File: config.mk
export PLATFORM = sky130hd
export DESIGN_NAME = alu_dispatch_buffer_flat
export DESIGN_NICKNAME = d
export VERILOG_FILES = /design/src/rtl/alu_dispatch_buffer_if.sv /design/src/rtl/alu_dispatch_buffer.sv /design/src/flat_wrapper.sv
export SDC_FILE = /design/constraint.sdc
export NUM_CORES = 2
export LEC_CHECK = 0
export ABC_AREA = 0
export BUFFER_PORTS_ARGS = -buffer_cell sky130_fd_sc_hd__buf_2
export CAP_MARGIN = 15
export CORE_MARGIN = 2
export CORE_UTILIZATION = 30
export DETAILED_ROUTE_END_ITERATION = 8
export GPL_TIMING_DRIVEN = 0
export PLACE_DENSITY_LB_ADDON = 0.2
export SYNTH_ARGS = -nofsm -noshare
export SYNTH_HDL_FRONTEND = slang
export SYNTH_SLANG_ARGS = --single-unit
File: constraint.sdc
create_clock -name clk -period 26.3 [get_ports clk]
set_clock_uncertainty 0.2 [all_clocks]
set_input_delay 5.26 -clock clk [delete_from_list [all_inputs] [get_ports clk]]
set_output_delay 5.26 -clock clk [all_outputs]
set_load 0.03 [all_outputs]
File: src/rtl/alu_dispatch_buffer_if.sv
// alu_dispatch_buffer_if
//   Handshake and payload bundle between rename/dispatch, the dispatch buffer
//   and the ALU issue queue.
//   master : the surrounding pipeline. It drives the rename lanes and the issue
//            queue ready. It observes in_ready, the enqueue requests and count.
//   slave  : the dispatch buffer itself.
//   Signals:
//     in_valid_0/1, in_data_0/1 : rename lanes (lane 1 younger)
//     in_ready                   : at least two free entries
//     iq_ready                   : issue queue can accept requests
//     out_req_0/1, out_data_0/1  : packed enqueue requests, oldest first
//     count                      : buffer occupancy
interface alu_dispatch_buffer_if #(
  parameter int DEPTH = 8,
  parameter int W     = 128
);
  localparam int CNT_W = $clog2(DEPTH) + 1;

  logic             in_valid_0;
  logic             in_valid_1;
  logic [W-1:0]     in_data_0;
  logic [W-1:0]     in_data_1;
  logic             in_ready;
  logic             iq_ready;
  logic             out_req_0;
  logic             out_req_1;
  logic [W-1:0]     out_data_0;
  logic [W-1:0]     out_data_1;
  logic [CNT_W-1:0] count;

  modport master (
    output in_valid_0, in_valid_1, in_data_0, in_data_1, iq_ready,
    input  in_ready, out_req_0, out_req_1, out_data_0, out_data_1, count
  );

  modport slave (
    input  in_valid_0, in_valid_1, in_data_0, in_data_1, iq_ready,
    output in_ready, out_req_0, out_req_1, out_data_0, out_data_1, count
  );
endinterface

File: src/rtl/alu_dispatch_buffer.sv
// alu_dispatch_buffer
//   Two-wide in-order FIFO between rename/dispatch and the ALU issue queue.
//   It absorbs issue-queue back-pressure so rename never stalls mid-pair.
//   The payload is opaque.
//   Ports:
//     clk, rst (synchronous, active-high), flush (discard everything)
//     bus : alu_dispatch_buffer_if.slave. It carries the rename lanes,
//           in_ready, iq_ready, the packed out_req_0/1 with out_data_0/1,
//           and count.
//   Build option:
//     ALU_DISP_BYPASS_EN : when defined, incoming uops may leave in the same
//       cycle they arrive, filling output lanes behind buffered entries.
//       When undefined, every uop passes through the array. The outputs then
//       depend only on registers, iq_ready and flush/rst.
module alu_dispatch_buffer #(
  parameter int DEPTH = 8,
  parameter int W     = 128
) (
  input  logic                 clk,
  input  logic                 rst,
  input  logic                 flush,
  alu_dispatch_buffer_if.slave bus
);

  localparam int PTR_W = $clog2(DEPTH);
  localparam int CNT_W = PTR_W + 1;

  logic [W-1:0]     mem [DEPTH];
  logic [PTR_W-1:0] head;
  logic [PTR_W-1:0] tail;
  logic [CNT_W-1:0] count_r;

  logic             kill;
  logic             in_ready_c;
  logic             accept;
  logic [1:0]       inc_n;
  logic [W-1:0]     c0_data;
  logic [W-1:0]     c1_data;
  logic [PTR_W-1:0] head_p1;
  logic [PTR_W-1:0] tail_p1;
  logic             deq_ok;
  logic             req_0;
  logic             req_1;
  logic [1:0]       out_n;
  logic [1:0]       buf_n;
  logic [1:0]       byp_n;
  logic [1:0]       wr_n;
  logic [W-1:0]     wr_data_0;
  logic [W-1:0]     wr_data_1;
  logic [W-1:0]     out_data_0_c;
  logic [W-1:0]     out_data_1_c;

  // Reset and flush both empty the buffer and gate all traffic this cycle.
  assign kill       = rst | flush;
  // Only the count register decides in_ready. A same-cycle dequeue does not
  // raise it, which keeps the rename stall path short.
  assign in_ready_c = (count_r <= CNT_W'(DEPTH - 2));
  assign accept     = in_ready_c & ~kill;
  assign inc_n      = accept ? ({1'b0, bus.in_valid_0} + {1'b0, bus.in_valid_1}) : 2'd0;

  // Compact the valid lanes in age order. A lone lane 1 moves to slot 0.
  // c1 matters only when both lanes are valid.
  assign c0_data = bus.in_valid_0 ? bus.in_data_0 : bus.in_data_1;
  assign c1_data = bus.in_data_1;

  assign head_p1 = head + PTR_W'(1);
  assign tail_p1 = tail + PTR_W'(1);
  assign deq_ok  = bus.iq_ready & ~kill;

`ifdef ALU_DISP_BYPASS_EN
  logic avail_ge1;
  logic avail_ge2;

  // Available = buffered + incoming.
  assign avail_ge1 = (count_r != '0) | (inc_n != 2'd0);
  assign avail_ge2 = (count_r >= CNT_W'(2))
                   | ((count_r == CNT_W'(1)) & (inc_n != 2'd0))
                   | (inc_n == 2'd2);
  assign req_0 = deq_ok & avail_ge1;
  assign req_1 = deq_ok & avail_ge2;

  // Buffered entries always go out first. Incoming uops take whatever output
  // lanes are left.
  always_comb begin
    out_n = {1'b0, req_0} + {1'b0, req_1};
    buf_n = out_n;
    if (count_r == '0) begin
      buf_n = 2'd0;
    end else if ((count_r == CNT_W'(1)) && (out_n != 2'd0)) begin
      buf_n = 2'd1;
    end
    byp_n = out_n - buf_n;
  end

  always_comb begin
    out_data_0_c = mem[head];
    out_data_1_c = mem[head_p1];
    if (count_r == '0) begin
      out_data_0_c = c0_data;
      out_data_1_c = c1_data;
    end else if (count_r == CNT_W'(1)) begin
      out_data_1_c = c0_data;
    end
  end
`else
  assign req_0 = deq_ok & (count_r != '0);
  assign req_1 = deq_ok & (count_r >= CNT_W'(2));

  always_comb begin
    out_n = {1'b0, req_0} + {1'b0, req_1};
    buf_n = out_n;
    byp_n = 2'd0;
  end

  assign out_data_0_c = mem[head];
  assign out_data_1_c = mem[head_p1];
`endif

  // Incoming uops that bypassed are skipped. The rest are written at
  // tail and tail+1.
  always_comb begin
    wr_n      = inc_n - byp_n;
    wr_data_0 = (byp_n == 2'd0) ? c0_data : c1_data;
    wr_data_1 = c1_data;
  end

  // ---- state update: pointers and occupancy ----
  always_ff @(posedge clk) begin
    if (kill) begin
      head    <= '0;
      tail    <= '0;
      count_r <= '0;
    end else begin
      head    <= head + PTR_W'(buf_n);
      tail    <= tail + PTR_W'(wr_n);
      count_r <= count_r + CNT_W'(wr_n) - CNT_W'(buf_n);
    end
  end

  // ---- storage array (contents survive reset) ----
  always_ff @(posedge clk) begin
    if (wr_n != 2'd0) begin
      mem[tail] <= wr_data_0;
    end
    if (wr_n == 2'd2) begin
      mem[tail_p1] <= wr_data_1;
    end
  end

  assign bus.in_ready   = in_ready_c;
  assign bus.out_req_0  = req_0;
  assign bus.out_req_1  = req_1;
  assign bus.out_data_0 = out_data_0_c;
  assign bus.out_data_1 = out_data_1_c;
  assign bus.count      = count_r;

  // Structural invariants of the packed request interface and the counter.
  a_req_packed : assert property (@(posedge clk) bus.out_req_1 |-> bus.out_req_0);
  a_count_max  : assert property (@(posedge clk) disable iff (rst) count_r <= CNT_W'(DEPTH));

endmodule
File: src/flat_wrapper.sv
// flat-port wrapper written by rule: the top's interface ports become plain ports
module alu_dispatch_buffer_flat 
#(
  parameter int DEPTH = 8,
  parameter int W     = 128
)
  (clk, rst, flush, bus_in_valid_0, bus_in_valid_1, bus_in_data_0, bus_in_data_1, bus_iq_ready, bus_in_ready, bus_out_req_0, bus_out_req_1, bus_out_data_0, bus_out_data_1, bus_count);
  alu_dispatch_buffer_if #(.DEPTH(DEPTH), .W(W)) bus_i ();
  input  logic clk;
  input  logic rst;
  input  logic flush;
  input wire logic [$bits(bus_i.in_valid_0)-1:0] bus_in_valid_0;
  input wire logic [$bits(bus_i.in_valid_1)-1:0] bus_in_valid_1;
  input wire logic [$bits(bus_i.in_data_0)-1:0] bus_in_data_0;
  input wire logic [$bits(bus_i.in_data_1)-1:0] bus_in_data_1;
  input wire logic [$bits(bus_i.iq_ready)-1:0] bus_iq_ready;
  output wire logic [$bits(bus_i.in_ready)-1:0] bus_in_ready;
  output wire logic [$bits(bus_i.out_req_0)-1:0] bus_out_req_0;
  output wire logic [$bits(bus_i.out_req_1)-1:0] bus_out_req_1;
  output wire logic [$bits(bus_i.out_data_0)-1:0] bus_out_data_0;
  output wire logic [$bits(bus_i.out_data_1)-1:0] bus_out_data_1;
  output wire logic [$bits(bus_i.count)-1:0] bus_count;
  assign bus_i.in_valid_0 = bus_in_valid_0;
  assign bus_i.in_valid_1 = bus_in_valid_1;
  assign bus_i.in_data_0 = bus_in_data_0;
  assign bus_i.in_data_1 = bus_in_data_1;
  assign bus_i.iq_ready = bus_iq_ready;
  assign bus_in_ready = bus_i.in_ready;
  assign bus_out_req_0 = bus_i.out_req_0;
  assign bus_out_req_1 = bus_i.out_req_1;
  assign bus_out_data_0 = bus_i.out_data_0;
  assign bus_out_data_1 = bus_i.out_data_1;
  assign bus_count = bus_i.count;
  alu_dispatch_buffer #(.DEPTH(DEPTH), .W(W)) u_core (.clk(clk), .rst(rst), .flush(flush), .bus(bus_i));
endmodule
# After elaboration in Yosys (flattened, before gate mapping)
# Memories as Yosys holds them, arrays and structs flattened. A register that Yosys moved wholly into a read port is not among the register bits.
# Cells that the tools add are included.
[word_totals]
reg_bits = 10
latch_bits = 0
ramBits = 1024
mem_bits_ro = 0
out_inout_bits = 263
mem_count = 1
[memory_table]
columns = ["name", "words", "width", "read_ports", "rd_ports_with_merged_regs", "wr", "line_no", "source"]
rows = [
  ["u_core.mem", 8, 128, 2, 1, 2, "alu_dispatch_buffer.sv:28", "logic [W-1:0] mem [DEPTH];"],
]
[op_classes]
n_addsub = 8
mul = 0
div = 0
order_cmp = 2
eq_ne = 1
n_shift = 0
muxes = 7
bitwise = 6
reduce_logical = 2
[op_table]
columns = ["operator", "count"]
rows = [
  ["$mux 128", 1],
  ["$add 3x1->3 const B", 2],
  ["$add 3x2->3", 2],
  ["$add 1x1->2", 2],
  ["$add 4x2->4", 1],
  ["$and 1x1->1", 4],
  ["$ge 4x2->1 const B", 1],
  ["$le 4x3->1 const B", 1],
  ["$mux 1", 4],
  ["$reduce_bool 4->1", 1],
  ["$sub 4x2->4", 1],
  ["$mux 3", 1],
  ["$eq 2x2->1 const B", 1],
  ["$mux 2", 1],
  ["$reduce_bool 2->1", 1],
  ["$not 1->1", 1],
  ["$or 1x1->1", 1],
]

# Longest topological paths before layout
[depth]
word_depth = 7
mapped_depth = 13
mapped_depth_nobuf = 12

# Least setup slack after synthesis
# OpenSTA, ideal clock, no wires.
[synth_timing]
kind = "input -> register"
startpoint = "in flush"
endpoint = "mem u_core.mem[4][0], enable pin"
setup_time_ps = 803
arrival_time_ps = 15253
t_required_ps = 25297
slack_ps = 10044
stages = 5
n_path_buf = 1
cell_sequence = "or2_2 -> clkbuf_1 -> nor2_1 -> nand2_1 -> o31ai_1"
[synth_lines]
columns = ["item", "line_no", "source"]
rows = [
  ["start: declaration", "flat_wrapper.sv:11", "input logic flush;"],
  ["end: declaration", "alu_dispatch_buffer.sv:28", ""],
]

# Worst setup path after layout
[layout_timing]
startpoint = "in flush"
endpoint = "out bus_out_req_0"
[layout_between]
elab_chain_len = 4
[layout_rtl]
columns = ["item", "line_no", "source"]
rows = [
  ["$or 1x1->1", "alu_dispatch_buffer.sv:54", "assign kill = rst | flush;"],
  ["$not 1->1", "alu_dispatch_buffer.sv:68", "assign deq_ok = bus.iq_ready & ~kill;"],
  ["$and 1x1->1", "alu_dispatch_buffer.sv:68", ""],
  ["$and 1x1->1", "alu_dispatch_buffer.sv:106", "assign req_0 = deq_ok & (count_r != '0);"],
  ["end: declaration", "flat_wrapper.sv:18", "output wire logic [$bits(bus_i.out_req_0)-1:0] bus_out_req_0;"],
]
# No other way between the ends.

==> metrics.md <==
| Metric | Value |
|---|---|
| Outcome | `finished, final reports clean` |
| RSZ-0062 raised after global routing | `false` |
| R2R depth | `12` |
| Fin util | `36.2%` |
| DR DRC count | `0` |
| Sequential share of the synthesized area | `51.2%` |
| Clock-pin slew on the worst setup and hold paths | `around 50 ps` |
| P per Cell Area | `56.6 nW/um2` |
| TritonCTS sink count | `a little over 1000` |
| DRT Pass-1 Iters | `5` |
| Highest ir drop seen on vdd | `0.0000604 V` |
| Die ar. | `205000 um2` |
| First DRT Iteration DRCs | `3463` |
| Final Hold Vio Count | `0` |
| Setup crit start | `flush` |
| Slew Viols, Final | `0` |
| Worst hold path stage count | `2` |
| WL/cell | `33.8 um` |
| Grt total ovfl | `0` |
| Min-delay worst type | `reg2reg` |
| Static leakage | `23.6 nW` |
| Clock latency on the worst-skew pair | `790 ps` |
| Dpl hpwl | `158000 um` |
| Post-route ant nets | `0` |
| Mapped Cells | `3317` |
| Fin nets | `4338` |
| Crit end category | `primary output` |
| Initial core utilization | `a little under a third` |
| Hold Slack | `424 ps` |
| Largest net degree at the start of global routing | `21` |
| Final WL | `231000 um` |
| FILL cells | `18900` |
| Tmin final | `11980 ps` |
| Crit Path Class | `in2out` |
| Die height | `453 um` |
| Mapped Area | `around 60000 um2` |
| Worst-Margin Slew | `1210 ps` |
| Rel. slew slack | `roughly 19%` |
| Fmax | `83.4 MHz` |
| Row cnt | `164` |
| Core area | `200000 um2` |
| H-tree depth | `4` |
| Register area | `30900 um2` |
| First-pass GRT wire length | `317000 um` |
| Hold-fix buffers, CTS | `0` |
| Via density | `around 5.4` |
| IO Port Bufs | `524` |
| Antenna violations before repair | `78` |
| Via count | `36800` |
| Final GP Congestion | `0.790` |
| Seq cells post-synth | `between 1000 and 1500` |
| Critical R2R Launch | `u_core.bus.count[3]$_SDFF_PP0_` |
| Die W | `453 um` |
| Layout cell share with drive strength beyond 1 | `67.8%` |
| Flop-to-flop setup slack | `22340 ps` |
| Synth unique cells | `37` |
| Post-CTS sizing | `0` |
| Final period util | `~46%` |
| Num CTS Buffers | `131` |
| Area Overhead vs Synth | `19.9%` |
| Clock Tree Root | `clkbuf_16` |
| Synth Area per Inst | `~18 um2` |
| CTS Buffer Depth | `3` |
| CP Max Fanout | `9` |
| Setup Fix Bufs, Post-CTS | `0` |
| Syn nets | `3595` |
| CTS tree | `yes` |
| GR Util All Layers | `22.2%` |
| Max-cap violations | `0` |
| Worst R2R End | `u_core.mem[5][70]$_DFFE_PP_` |
| CP arrival | `approximately 6500 ps` |
| Yosys warnings | `0` |
| Vias in the first global route | `just under 40000` |
| Worst Path Required | `20840 ps` |
| Worst setup SP type | `input port` |
| CP Capture Point | `bus_out_req_0` |
| Top-level I/O count | `between 500 and 600` |
| Final setup viols | `0` |
| Area of the multi-input gates | `28100 um2` |
## report_power, final
part	internal, W	leakage, nW	switching [W]
clock network	0.00105	2.02	0.000746
logic	0.000203	12.2	0.000251
registers	0.00185	9.32	0.00000767
## critical path: stages
cell,delay (ps)
buf_2,130
nor2_1,490
nand2_1,140
a31oi_1,210
buf_2,280
## area by class of cell
type / count / share of cell area (%)
buffer: 272 / 1.98
antenna: 26 / 0.0897
timing repair buffer: 610 / 6.04
inverter: 9 / 0.0466
clock inverter: 55 / 0.827
clock buffer: 175 / 4.92
sequential: 1034 / 42.7
multi-input combinational: 2002 / 38.8
tap: 2656 / 4.58
## cells in the mapped netlist
master	instances	area share [%]
ha_1	13	0.27
buf_2	134	1.1
o21ai_1	1	0.0083
nor2b_1	1	0.010
nand3_1	5	0.041
o21a_1	2	0.025
o21ai_0	4	0.033
nor3_2	3	0.050
fa_1	3	0.099
buf_4	36	0.45
buf_6	13	0.24
clkbuf_1	77	0.48
edfxtp_1	1024	51
o31ai_1	2	0.025
and2_1	6	0.062
nand2_1	5	0.031
mux2_1	99	1.8
and3_1	1	0.010
inv_1	9	0.056
nor4b_4	1	0.039
buf_1	12	0.075
nor3_1	1	0.0083
o211ai_1	1	0.012
mux4_2	512	19
a21o_1	1	0.012
a21oi_1	2	0.017
mux2_2	1309	24
xnor2_4	1	0.046
or3_1	1	0.010
or2_2	1	0.010
dfxtp_1	10	0.33
a31oi_1	1	0.010
xnor2_1	3	0.043
nand4_1	3	0.031
xor2_1	4	0.058
nor2_1	12	0.075
o21bai_1	4	0.050
## metal layers
layer	wire [um]	part of all wire, %	track usage [%]	vias up
met5	70	0.030	0	-
met4	7990	3.5	8.07	12
met2	117000	51	38.3	1281
met1	95500	41	28.5	19700
met3	10900	4.7	3.06	341
li1	-	-	-	15500
## kinds of logic (layout without fill, tap and decap cells)
family | after synthesis | count (layout) | synth area share (%)
muxes | 1920 | 1920 | 45.3
DFF | 1034 | 1034 | 51.2
buffers and inverters | 281 | 1121 | 2.41
and+or+nand+nor | 40 | 40 | 0.379
AOI/OAI and AO/OA | 18 | 18 | 0.192
adders and majority gates | 16 | 16 | 0.368
xor gates and xnor gates | 8 | 8 | 0.147
other | 0 | 26 | 0
## flip-flops by register name, indices dropped and copies added, names as in the netlist
name and cells:
u_core.bus.count 4, u_core.head 3, u_core.mem 1024, u_core.tail 3
## placed cells by master (no fill, tap or decap), drive strengths merged
cell	n
inv	14
or3	1
o31ai	2
a21o	1
ha	13
or2	1
nor2	12
fa	3
clkinv	37
a21oi	2
edfxtp	1024
and3	1
nand4	3
buf	805
diode	26
mux4	512
o211ai	1
nor2b	1
bufinv	10
clkinvlp	3
nor4b	1
o21a	2
nand2	5
and2	6
xnor2	4
nor3	4
xor2	4
o21ai	5
clkbuf	252
dfxtp	10
nand3	5
mux2	1408
a31oi	1
o21bai	4
## metrics by stage
stage	worst slack (ps)	setup TNS, ps	total power [W]	std cells	cell area [um2]
final	14320	0	0.00411	6839	72500
after global routing	14230	0	0.00423	6829	72500
after CTS	14330	0	0.00415	6810	72400
after detailed placement	14320	0	0.00234	6580	68200
after global placement	-6170	-3015890	0.00235	6497	66400
after floorplan	10040	0	0.00218	3317	60400
## how the worst min path moves through the flow
stage                                end                       from
2_1_floorplan  u_core.head[0]$_SDFF_PP0_  u_core.head[0]$_SDFF_PP0_
5_1_grt        u_core.tail[0]$_SDFF_PP0_  u_core.tail[0]$_SDFF_PP0_
4_1_cts        u_core.tail[0]$_SDFF_PP0_  u_core.tail[0]$_SDFF_PP0_
6_report       u_core.tail[0]$_SDFF_PP0_  u_core.tail[0]$_SDFF_PP0_
3_3_place_gp   u_core.tail[0]$_SDFF_PP0_  u_core.tail[0]$_SDFF_PP0_
3_5_place_dp   u_core.tail[0]$_SDFF_PP0_  u_core.tail[0]$_SDFF_PP0_
(Power assumes the default switching activity.)
